`src/rtl/alu_seq_core_if.sv`:
```
// Nibble-serial bus between the tile pins and the ALU sequencer core.
// The master drives strobe and data; the slave returns result nibble, flags and state.
interface alu_seq_core_if;
    logic       ctl;
    logic [3:0] din;
    logic [3:0] dout;
    logic       cout;
    logic       zero;
    logic       busy;
    logic [2:0] state;

    modport master (
        output ctl,
        output din,
        input  dout,
        input  cout,
        input  zero,
        input  busy,
        input  state
    );

    modport slave (
        input  ctl,
        input  din,
        output dout,
        output cout,
        output zero,
        output busy,
        output state
    );
endinterface

```
`src/rtl/alu_seq_core.sv`:
```
// Nibble-serial ALU sequencer: loads A, B and an opcode one nibble per strobe,
// executes in one cycle, then returns the WIDTH-bit result one nibble per strobe.
module alu_seq_core #(
    parameter int unsigned WIDTH = 8
) (
    input  logic           clk,
    input  logic           reset,
    alu_seq_core_if.slave  bus
);

    localparam int unsigned NNIB = WIDTH / 4;
    localparam int unsigned CW   = (NNIB > 1) ? $clog2(NNIB) : 1;
    localparam int unsigned SW   = CW + 2;

    typedef enum logic [2:0] {
        LOAD_A  = 3'd0,
        LOAD_B  = 3'd1,
        LOAD_OP = 3'd2,
        EXEC    = 3'd3,
        SHOW    = 3'd4
    } state_t;

    state_t            state_q, state_d;
    logic [WIDTH-1:0]  a_q, a_d;
    logic [WIDTH-1:0]  b_q, b_d;
    logic [WIDTH-1:0]  r_q, r_d;
    logic [3:0]        op_q, op_d;
    logic [CW-1:0]     cnt_q, cnt_d;
    logic              cout_q, cout_d;
    logic              zero_q, zero_d;
    logic              acc_hold_q, acc_hold_d;

    logic              last_nib;
    logic [SW-1:0]     nib_lsb;
    logic [WIDTH-1:0]  nib_mask;
    logic [WIDTH-1:0]  nib_data;

    logic              cin;
    logic [WIDTH-1:0]  b_eff;
    logic [WIDTH:0]    sum;
    logic [WIDTH-1:0]  res;
    logic              res_c;

    // Nibble position helpers shared by load and show paths
    assign last_nib = (cnt_q == CW'(NNIB - 1));
    assign nib_lsb  = {cnt_q, 2'b00};
    assign nib_mask = WIDTH'(4'hF) << nib_lsb;
    assign nib_data = WIDTH'(bus.din) << nib_lsb;

    // Datapath: SUB is A + ~B + cin, so cin defaults to 1 for SUB unless chained
    always_comb begin
        cin   = op_q[2] ? cout_q : (op_q[1:0] == 2'b01);
        b_eff = op_q[0] ? ~b_q : b_q;
        sum   = {1'b0, a_q} + {1'b0, b_eff} + (WIDTH + 1)'(cin);
        res   = sum[WIDTH-1:0];
        res_c = sum[WIDTH];
        case (op_q[1:0])
            2'b10: begin
                res   = a_q & b_q;
                res_c = 1'b0;
            end
            2'b11: begin
                res   = a_q ^ b_q;
                res_c = 1'b0;
            end
            default: ;
        endcase
    end

    // State and datapath registers
    always_ff @(posedge clk) begin
        if (reset) begin
            state_q    <= LOAD_A;
            a_q        <= '0;
            b_q        <= '0;
            r_q        <= '0;
            op_q       <= '0;
            cnt_q      <= '0;
            cout_q     <= 1'b0;
            zero_q     <= 1'b0;
            acc_hold_q <= 1'b0;
        end else begin
            state_q    <= state_d;
            a_q        <= a_d;
            b_q        <= b_d;
            r_q        <= r_d;
            op_q       <= op_d;
            cnt_q      <= cnt_d;
            cout_q     <= cout_d;
            zero_q     <= zero_d;
            acc_hold_q <= acc_hold_d;
        end
    end

    // Next-state and register update logic
    always_comb begin
        state_d    = state_q;
        a_d        = a_q;
        b_d        = b_q;
        r_d        = r_q;
        op_d       = op_q;
        cnt_d      = cnt_q;
        cout_d     = cout_q;
        zero_d     = zero_q;
        acc_hold_d = acc_hold_q;

        case (state_q)
            LOAD_A: begin
                if (bus.ctl) begin
                    a_d = (a_q & ~nib_mask) | nib_data;
                    if (last_nib) begin
                        state_d = LOAD_B;
                        cnt_d   = '0;
                    end else begin
                        cnt_d = cnt_q + CW'(1);
                    end
                end
            end
            LOAD_B: begin
                if (bus.ctl) begin
                    b_d = (b_q & ~nib_mask) | nib_data;
                    if (last_nib) begin
                        state_d = LOAD_OP;
                        cnt_d   = '0;
                    end else begin
                        cnt_d = cnt_q + CW'(1);
                    end
                end
            end
            LOAD_OP: begin
                if (bus.ctl) begin
                    op_d    = bus.din;
                    state_d = EXEC;
                    cnt_d   = '0;
                end
            end
            EXEC: begin
                r_d     = res;
                cout_d  = res_c;
                zero_d  = (res == '0);
                cnt_d   = '0;
                state_d = SHOW;
            end
            SHOW: begin
                if (bus.ctl) begin
                    if (last_nib) begin
                        cnt_d = '0;
                        // Accumulate feeds the result back as A and skips the A load
                        if (op_q[3]) begin
                            a_d        = r_q;
                            acc_hold_d = 1'b1;
                            state_d    = LOAD_B;
                        end else begin
                            acc_hold_d = 1'b0;
                            state_d    = LOAD_A;
                        end
                    end else begin
                        cnt_d = cnt_q + CW'(1);
                    end
                end
            end
            default: begin
                state_d    = LOAD_A;
                cnt_d      = '0;
                acc_hold_d = 1'b0;
            end
        endcase
    end

    assign bus.dout  = (state_q == SHOW) ? 4'(r_q >> nib_lsb) : 4'h0;
    assign bus.cout  = cout_q;
    assign bus.zero  = zero_q;
    assign bus.busy  = (state_q == EXEC);
    assign bus.state = state_q;

endmodule

```
`src/flat_wrapper.sv`:
```
// flat-port wrapper written by rule: the top's interface ports become plain ports
module alu_seq_core_flat 
#(
    parameter int unsigned WIDTH = 8
)
  (clk, reset, bus_ctl, bus_din, bus_dout, bus_cout, bus_zero, bus_busy, bus_state);
  alu_seq_core_if bus_i ();
  input  logic clk;
  input  logic reset;
  input wire logic [$bits(bus_i.ctl)-1:0] bus_ctl;
  input wire logic [$bits(bus_i.din)-1:0] bus_din;
  output wire logic [$bits(bus_i.dout)-1:0] bus_dout;
  output wire logic [$bits(bus_i.cout)-1:0] bus_cout;
  output wire logic [$bits(bus_i.zero)-1:0] bus_zero;
  output wire logic [$bits(bus_i.busy)-1:0] bus_busy;
  output wire logic [$bits(bus_i.state)-1:0] bus_state;
  assign bus_i.ctl = bus_ctl;
  assign bus_i.din = bus_din;
  assign bus_dout = bus_i.dout;
  assign bus_cout = bus_i.cout;
  assign bus_zero = bus_i.zero;
  assign bus_busy = bus_i.busy;
  assign bus_state = bus_i.state;
  alu_seq_core #(.WIDTH(WIDTH)) u_core (.clk(clk), .reset(reset), .bus(bus_i));
endmodule
```
`config.mk`:
```
export PLATFORM = sky130hd
export DESIGN_NAME = alu_seq_core_flat
export DESIGN_NICKNAME = d
export VERILOG_FILES = /design/src/rtl/alu_seq_core_if.sv /design/src/rtl/alu_seq_core.sv /design/src/flat_wrapper.sv
export SDC_FILE = /design/constraint.sdc
export NUM_CORES = 1
export LEC_CHECK = 0
export ABC_CLOCK_PERIOD_IN_PS = 2800
export BUFFER_PORTS_ARGS = -buffer_cell sky130_fd_sc_hd__buf_4
export CAP_MARGIN = 10
export CORE_MARGIN = 2
export CORE_UTILIZATION = 54
export DETAILED_ROUTE_END_ITERATION = 12
export GPL_ROUTABILITY_DRIVEN = 0
export PLACE_DENSITY_LB_ADDON = 0.3
export SLEW_MARGIN = 0
export SYNTH_ARGS = -nofsm -noshare
export SYNTH_HDL_FRONTEND = slang
export SYNTH_SLANG_ARGS = --single-unit
```
`constraint.sdc`:
```
create_clock -name clk -period 2.8 [get_ports clk]
set_clock_uncertainty 0.1 [all_clocks]
set_input_delay 0.56 -clock clk [delete_from_list [all_inputs] [get_ports clk]]
set_output_delay 0.56 -clock clk [all_outputs]
set_load 0.005 [all_outputs]
```
==> impl_results.md, run 1 <==
- Pwr dens: 488 mW/mm^2
- Hold Vio Cnt, Final: 0
- Final setup fails: 0
- CP Launch Type: register
- Slew HR: 0.656
- RR Startpoint: u_core.op_q[0]$_SDFFE_PP0P_
- DRC: 0
- Cells on worst reg2reg path: 10
- Cts bufs inserted: 5
- Die Area: 0.00480 mm^2
- # IOs: 17
- CTS H-tree lvls: 2
- Leading area contributor after synthesis: dfxtp_1
- NetSw: 302 uW
- First-pass GRT wire length: 8750 um
- Grt ovf: 0
- Pre-CTS WS: 0.231 ns
- Max-Cap Viols: 0
- CTS max path bufs: 2
- Syn. warnings: 0
- Total Routed Length: 5180 um
- Setup_tns: 0 ns
- Number of gates resized after CTS: 0
- Fin util: 0.631
- Netlist Area Pre-Place: 0.00230 mm^2
- Peak VDD IR: 0.000323 V
- Hold Path Class: reg -> reg
- Largest net degree at the start of global routing: 37
- Fin crit period: 2.61 ns
- N_diodes: 0
- DRT Pass-1 Iters: 4
- Hold buffers post-CTS: 0
- EDFF count, synth: 0
- Top cells by area, synth: dfxtp_1 (30%), mux2i_1 (11%), ha_1 (8.7%)
- I/O Buffers: 16
- Sw Share: 0.241
- Peak Freq: 384 MHz
- Worst Setup End Kind: register
- Post CTS Setup Buffer Count: 0
- Nets: 301
- Via count: 1922
- Status: completed
- DR WL/cell: 15.8 um
- Layout area overhead: 11.3%
- Total track usage: 0.228
- Die Height: 69.3 um
- Final period util: 0.931
- Vias per cell: 5.88
- Synthesized netlist cell count: 266
- CP endpoint: u_core.bus.zero$_SDFFE_PP0P_
- RSZ-0062 raised after global routing: no
- Internal power: 948 uW
- Leakage power: 0.00107 uW
- Fraction of layout cells with a size suffix above 1: 0.144
- Worst path required time: 2.92 ns
- Vias in the first global route: 1763
- Starting DRT DRC Count: 161
- Yosys cell types: 47
- Hold WS: 0.386 ns
- RR Endpoint: u_core.bus.zero$_SDFFE_PP0P_
- Seq/Total Area, Yosys: 0.296
- Clock sink total: 34
- Mapped Nets: 291
- Fin. max-slew vios: 0
- Area fraction of the dominant cell type after synthesis: 0.296
- HPWL after DPL: 3790 um
- Crit. Startpoint: u_core.op_q[0]$_SDFFE_PP0P_
- Final worst slack: 0.193 ns
- Seq pwr share: 0.417
- Clock-pin slew on the worst setup and hold paths: 0.07 ns
- Post-synthesis register bit count: 34
- Crit path DAT: 2.72 ns
- CTS tree: built
- Die Width: 69.3 um
- Mean Syn Cell Area: 8.65 um^2
- Most common cell in the netlist: nor2_1
- Dominant synthesized flop cell: dfxtp_1
- Logic pwr share: 0.128
- Initial antenna violation count: 0
- Crit path max fanout: 5
- Top cells by instance count after synthesis: nor2_1 (35), dfxtp_1 (34), mux2i_1 (25)
- Worst-Margin Slew: 0.516 ns
- Worst R2R Setup Slack: 0.19 ns
- Row count: 23
- CP Class: reg -> reg
- Clock share of power: 0.455
- Ys async rst share: 0
- Clock Latency Late Sink: 0.29 ns
- Antenna viol nets, final: 0
- Root buf cell: clkbuf_8
- Core area: 0.00406 mm^2
- Starting Density: 0.567
-- metrics by stage --
step,area (um^2),std cells,total power [uW]
after floorplan,2300,266,649
after global placement,2420,319,686
after detailed placement,2420,319,689
after CTS,2560,327,1250
after global routing,2560,327,1290
final,2560,327,1250
-- worst min-delay path by stage --
stage	startpoint	to	slack, ns	cells after the start
after global placement	register	register	0.37	2
after CTS	u_core.r_q[2]$_SDFFE_PP0P_	u_core.r_q[2]$_SDFFE_PP0P_	0.39	2
after detailed placement	register	register	0.37	2
final	register	register	0.39	2
after global routing	register	register	0.43	2
after floorplan	u_core.r_q[0]$_SDFFE_PP0P_	u_core.r_q[0]$_SDFFE_PP0P_	0.35	2
-- final cells by class --
cell class	count	area, um^2
clock buffer	6	82.6
clock inverter	2	60.1
fill	365	1500
inverter	6	22.5
multi-input combinational	210	1510
sequential	34	681
tap	50	62.6
timing repair buffer	19	143
-- power by group through the flow --
stage                     combinational [uW]  sequential [uW]  clock (uW)
after floorplan                          128              521           0
after global placement                   155              531           0
after detailed placement                 158              531           0
after CTS                                160              521         571
after global routing                     180              523         589
final                                    160              521         569
-- worst max-delay path, cell delays in order (launching register included) --
cell and delay (ns):
dfxtp_1 0.36, nor3b_1 0.15, a21oi_1 0.16, fa_1 0.26
inv_1 0.07, fa_1 0.42, a21o_1 0.20, a2111oi_2 0.34
a221o_2 0.18, o21ai_2 0.06, o31ai_2 0.22
-- placed cells by master, fill, tap and decap left out, types with 2 or more instances in the layout --
master / Yosys / layout
dfxtp_1: 34 / 34
o211ai_1: 4 / 4
fa_1: 2 / 2
o21ai_0: 5 / 5
o21ai_2: 2 / 2
inv_1: 6 / 6
a32oi_1: 2 / 2
a21o_1: 8 / 8
a2bb2oi_1: 2 / 2
a21oi_1: 20 / 20
nor2_1: 35 / 35
ha_1: 16 / 16
buf_4: 3 / 19
nand3_1: 9 / 9
bufinv_16: 0 / 2
nor3b_2: 2 / 2
nand2_2: 2 / 2
clkbuf_8: 0 / 6
nor3b_1: 6 / 6
nor2b_1: 4 / 4
xnor2_1: 3 / 3
nand2b_1: 3 / 3
nand3b_1: 4 / 4
mux2i_1: 25 / 25
nand2_1: 20 / 20
xor2_1: 8 / 8
a211oi_1: 9 / 9
-- kinds of logic (layout without fill, tap and decap cells) --
| kind of cell | after synthesis | after routing | synth area share |
|---|---|---|---|
| XOR/XNOR | 11 | 11 | 0.0419 |
| flip-flops | 34 | 34 | 0.296 |
| AND/OR/NAND/NOR | 93 | 93 | 0.205 |
| buffers and inverters | 22 | 33 | 0.0484 |
| AO/OA/AOI/OAI | 63 | 63 | 0.196 |
| adder cells (fa/ha/maj) | 18 | 18 | 0.104 |
| multiplexers | 25 | 25 | 0.109 |
-- metal layers --
layer / part of all wire / up-vias / GRT usage
met5: 0 / - / 0
li1: - / 978 / -
met3: 0.039 / 6 / 0.0480
met2: 0.45 / 35 / 0.357
met1: 0.50 / 903 / 0.323
met4: 0.0077 / 0 / 0.0523
Note: power is estimated with default switching activity, not from simulation.
==> run 2, diff against run 1 <==
Settings changed: ABC_CLOCK_PERIOD_IN_PS 2800 to 3200, BUFFER_PORTS_ARGS -buffer_cell sky130_fd_sc_hd__buf_4 to -buffer_cell sky130_fd_sc_hd__buf_2, CORE_UTILIZATION 54 to 65.
Clock period 2.8 ns to 3.2 ns, I/O delays scaled along.
==> run 2 against run 1 <==
Effect of this change:
- maximum frequency is 0.78% higher
- cell count decreased by 1.8%
- setup slack better by 0.42 ns
- highest routed layer unchanged
- first-iteration DRC count decreased by 45%
- power fell by 34%
- via count is 0.42% lower
- final area shrank 5.3%
- global-route usage rose by 6.0 points
- sequential share of layout area increased by 1.5 points
- utilization rose by 9.0 points
- register-to-register slack gained 0.42 ns
- non-clock buffer count did not move
==> impl_results.md, run 2 (same netlist as run 1, synthesis figures left out) <==
- Status: completed
- Leakage power: 0.00102 uW
- Die Height: 63.5 um
- Worst hold start: u_core.r_q[0]$_SDFFE_PP0P_
- I/O Buffers: 16
- Row count: 21
- Fill cells: 297
- Post CTS Setup Buffer Count: 0
- Worst path required time: 3.36 ns
- Clock Latency Late Sink: 0.33 ns
- Delay-heaviest family, CP: compound AO/OA/AOI/OAI gates
- Layout area overhead: 5.33%
- Root buf cell: clkbuf_4
- Setup_tns: 0 ns
- Grt ovf: 0
- Hold Vio Cnt, Final: 0
- Met2 WL: 2520 um
- Placed inst area: 0.00237 mm^2
- Initial antenna violation count: 0
- Fin. max-slew vios: 0
- Final setup fails: 0
- Vias per cell: 5.96
- Clock-pin slew on the worst setup and hold paths: 0.10 ns
- Top Metal Used: met4
- CP Cell Sequence: buf_4 > xnor2_1 > fa_1 > inv_1 > fa_1 > a21o_1 > a2111oi_2 > a221o_2 > o21ai_2 > o31ai_2
- Worst R2R Setup Slack: 0.61 ns
- RSZ-0062 raised after global routing: no
- Hold buffers post-CTS: 0
- RR Endpoint: u_core.bus.zero$_SDFFE_PP0P_
- Worst path bufs/invs: 2
- Nets: 301
- Commonest cells after routing, fill and taps aside: nor2_1 (35), dfxtp_1 (34), mux2i_1 (25)
- Commonest non-fill, non-tap cell in the layout: nor2_1
- Via count: 1914
- CP Class: reg -> reg
- HPWL after DPL: 3760 um
- Crit path DAT: 2.74 ns
- First-pass GRT wire length: 9130 um
- Delay of the slowest critical-path stage: 0.41 ns
- CTS H-tree lvls: 2
- Largest net degree at the start of global routing: 37
- DRC: 0
- Cts bufs inserted: 5
- Starting DRT DRC Count: 88
- N_diodes: 0
- Crit path max fanout: 8
- Vias in the first global route: 1871
- Number of gates resized after CTS: 0
- Hold worst-path end: u_core.r_q[0]$_SDFFE_PP0P_
- CTS max path bufs: 2
- CTS tree: built
- Die Area: 0.00403 mm^2
- Clock sink total: 34
- Core area: 0.00336 mm^2
- CP dominant cell by count: fa_1
- Hold WS: 0.386 ns
- Total track usage: 0.289
- Max-Cap Viols: 0
- Starting Density: 0.685
- # IOs: 17
- Worst Setup End Kind: register
- Die Width: 63.5 um
- Slew HR: 0.471
- Pwr dens: 339 mW/mm^2
- DRT Pass-1 Iters: 4
- Total Routed Length: 5170 um
- Routed wl met3: 190 um
- Cells on worst reg2reg path: 10
- Hold Path Cell Cnt: 2
- Fin area: 0.00242 mm^2
- Antenna viol nets, final: 0
- Met1 WL: 2440 um
- Fin crit period: 2.59 ns
- RR Startpoint: u_core.op_q[0]$_SDFFE_PP0P_
- Worst-Margin Slew: 0.792 ns
- Fraction of layout cells with a size suffix above 1: 0.138
- DR WL/cell: 16.1 um
- Peak Freq: 387 MHz
- CP Launch Type: register
- Hold Path Class: reg -> reg
- Peak VDD IR: 0.000311 V
- Final period util: 0.808
- Slowest CP cell: fa_1
run 2: cell count changes in the layout (fill, tap and decap cells not counted), sizes merged:
| cell | change |
|---|---|
| bufinv | -2 |
run 2: final cells by class:
class | instances | area (um^2) | share of cell area
Clock buffer | 6 | 51.3 | 0.0212
Tap cell | 46 | 57.6 | 0.0237
Inverter | 6 | 22.5 | 0.00929
Sequential cell | 34 | 681 | 0.281
Timing Repair Buffer | 19 | 103 | 0.0423
Multi-Input combinational cell | 210 | 1510 | 0.623
run 2: how the worst max path moves through the flow:
| stage | from | endpoint | slack (ns) | cells after the start |
|---|---|---|---|---|
| after floorplan | u_core.op_q[1]$_SDFFE_PP0P_ | u_core.bus.zero$_SDFFE_PP0P_ | 0.48 | 12 |
| after global placement | u_core.op_q[0]$_SDFFE_PP0P_ | u_core.bus.zero$_SDFFE_PP0P_ | 0.69 | 10 |
| after detailed placement | u_core.op_q[0]$_SDFFE_PP0P_ | u_core.bus.zero$_SDFFE_PP0P_ | 0.64 | 10 |
| after CTS | u_core.op_q[0]$_SDFFE_PP0P_ | u_core.bus.zero$_SDFFE_PP0P_ | 0.60 | 10 |
| after global routing | u_core.op_q[0]$_SDFFE_PP0P_ | u_core.bus.zero$_SDFFE_PP0P_ | 0.40 | 10 |
| final | u_core.op_q[0]$_SDFFE_PP0P_ | u_core.bus.zero$_SDFFE_PP0P_ | 0.61 | 10 |
run 2: stage by stage:
| stage | total power, uW | setup slack (ns) | instances | util |
|---|---|---|---|---|
| finish | 823 | 0.613 | 321 | 0.721 |
| global route | 868 | 0.402 | 321 | 0.721 |
| CTS | 825 | 0.600 | 321 | 0.721 |
| detailed placement | 602 | 0.636 | 315 | 0.706 |
| global placement | 597 | 0.690 | 315 | 0.706 |
| floorplan | 568 | 0.481 | 266 | - |
run 2: report_power, final:
part / internal, uW / total [uW] / switching [uW]
Clock: 99.0 / 228 / 129
Sequential: 436 / 464 / 27.7
Combinational: 56.9 / 131 / 74.0
Total: 592 / 823 / 231
run 2: per-layer routing:
metal	up-vias	GRT usage
met4	0	0.0408
met5	-	0
li1	968	-
met2	48	0.478
met1	893	0.395
met3	5	0.0607
run 2: tightest hold or removal path, cell delays in order, from the launching register on:
cell and delay, ns:
dfxtp_1 0.33, nand2_1 0.06, a21oi_1 0.06
==> run 3, diff against run 2 <==
Settings changed: ABC_CLOCK_PERIOD_IN_PS 3200 to 2700, CORE_UTILIZATION 65 to 60.
Clock period 3.2 ns to 2.7 ns, I/O delays scaled along.
==> run 3 against run 2 <==
Effect of this change:
- setup slack worse by 0.41 ns
- via count is 1.0% higher
- sequential share of layout area is 0.39 points lower
- cell count is 0.62% higher
- register-to-register slack worse by 0.41 ns
- largest power group unchanged
- clock power is 62% higher
- sequential cell count stayed put
- sequential power is 18% higher
- hold slack better by 0.0031 ns
- critical path depth stayed put
- combinational power is 24% higher
==> impl_results.md, run 3 (same netlist as run 1, synthesis figures left out) <==
- Status: completed
- Internal power: 783 uW
- Final setup fails: 0
- Cts bufs inserted: 5
- Top Metal Used: met4
- Max-Cap Viols: 0
- Hold buffers post-CTS: 0
- Peak VDD IR: 0.000554 V
- Worst path required time: 2.80 ns
- Met2 WL: 2450 um
- Crit path DAT: 2.60 ns
- Core area: 0.00369 mm^2
- Slew HR: 0.563
- Inst Count DP: 317
- Row count: 22
- Total power draw: 1080 uW
- Clock-pin slew on the worst setup and hold paths: 0.06 ns
- Hold Vio Cnt, Final: 0
- Hold Path Cell Cnt: 2
- Total track usage: 0.267
- CP Launch Type: register
- Total Routed Length: 5200 um
- Fin crit period: 2.50 ns
- Initial antenna violation count: 0
- Clock share of power: 0.343
- CP Class: reg -> reg
- Clock sink total: 34
- Grt ovf: 0
- DR WL/cell: 16.1 um
- Sw Share: 0.274
- Logic pwr share: 0.151
- Hold Path Class: reg -> reg
- CTS max path bufs: 2
- Final Non-Filler Cells: 323
- I/O Buffers: 16
- Starting Density: 0.624
- Clock Latency Late Sink: 0.29 ns
- Crit path max fanout: 4
- Leakage power: 0.00104 uW
- RSZ-0062 raised after global routing: no
- NetSw: 296 uW
- Worst Setup End Kind: register
- Fin. max-slew vios: 0
- Nets: 301
- Fraction of layout cells with a size suffix above 1: 0.138
- Pwr dens: 439 mW/mm^2
- Vias per cell: 5.99
- First-pass GRT wire length: 8710 um
- CTS tree: built
- Routed wl met3: 183 um
- Worst-Margin Slew: 0.655 ns
- Seq pwr share: 0.507
- Vias in the first global route: 1814
- Fill cells: 301
- Die Height: 65.9 um
- N_diodes: 0
- HPWL after DPL: 3690 um
- Antenna viol nets, final: 0
- Met1 WL: 2450 um
- Die Area: 0.00435 mm^2
- Peak Freq: 400 MHz
- Commonest non-fill, non-tap cell in the layout: nor2_1
- Via count: 1934
- Root buf cell: clkbuf_8
- Die Width: 65.9 um
- DRC: 0
- DRT Pass-1 Iters: 4
- # IOs: 17
- Setup_tns: 0 ns
- CTS H-tree lvls: 2
- Largest net degree at the start of global routing: 37
- Starting DRT DRC Count: 174
- Commonest cells after routing, fill and taps aside: nor2_1 (35), dfxtp_1 (34), mux2i_1 (25)
- Layout area overhead: 6.79%
- Cells on worst reg2reg path: 10
- Final period util: 0.926
[run 3: changes by cell type in the layout (fill, tap and decap cells not counted)]
cell	previous run	this run
o21ai_0	5	4
o21ai_1	0	1
clkbuf_8	1	6
clkbuf_4	5	0
[run 3: through the flow]
step           hold WS (ns)  worst slack (ns)   util  area, um^2
5_1_grt               0.408           0.00157  0.667        2460
3_5_place_dp          0.376             0.219  0.644        2380
3_3_place_gp          0.366             0.277  0.644        2380
2_1_floorplan         0.349          0.000780      -        2300
6_report              0.389             0.199  0.667        2460
4_1_cts               0.390             0.197  0.667        2460
[run 3: final timing paths]
kind,slack [ns],startpoint,end
setup / recovery,0.20,u_core.op_q[0]$_SDFFE_PP0P_,u_core.bus.zero$_SDFFE_PP0P_
hold / removal,0.39,register,register
setup reg to reg,0.20,u_core.op_q[0]$_SDFFE_PP0P_,u_core.bus.zero$_SDFFE_PP0P_
hold reg to reg,0.39,register,register
[run 3: layout make-up]
class | instances | area [um^2] | area share
tap | 48 | 60.1 | 0.0244
timing repair buffer | 19 | 103 | 0.0417
clock buffer | 6 | 82.6 | 0.0336
inverter | 6 | 22.5 | 0.00916
multi-input combinational | 210 | 1510 | 0.614
sequential | 34 | 681 | 0.277
[run 3: repair_timing]
| item | CTS | global route |
|---|---|---|
| buffers inserted | 0 | 0 |
| gates resized for setup | 0 | 1 |
| endpoints found under the setup margin | 0 | 1 |
| endpoints found under the hold margin | 0 | 0 |
[run 3: routing by layer]
metal	vias to the layer above	track usage
met5	-	0
met1	915	0.351
met4	0	0.0740
met2	30	0.441
li1	976	-
met3	13	0.0613
[run 3: power by group through the flow]
| stage | Sequential (uW) | Combinational, uW | Clock, uW |
|---|---|---|---|
| 3_5_place_dp | 557 | 159 | 0 |
| 4_1_cts | 546 | 160 | 375 |
| 5_1_grt | 549 | 184 | 397 |
| 6_report | 546 | 162 | 370 |
| 3_3_place_gp | 557 | 154 | 0 |
| 2_1_floorplan | 540 | 133 | 0 |
[run 3: critical path: stages, from the launching register on]
cell,delay (ns)
dfxtp_1,0.34
nor3b_1,0.14
a21oi_1,0.15
fa_1,0.21
inv_1,0.05
fa_1,0.41
a211oi_1,0.38
o21ai_2,0.11
xnor2_1,0.20
o211ai_1,0.13
o31ai_2,0.18
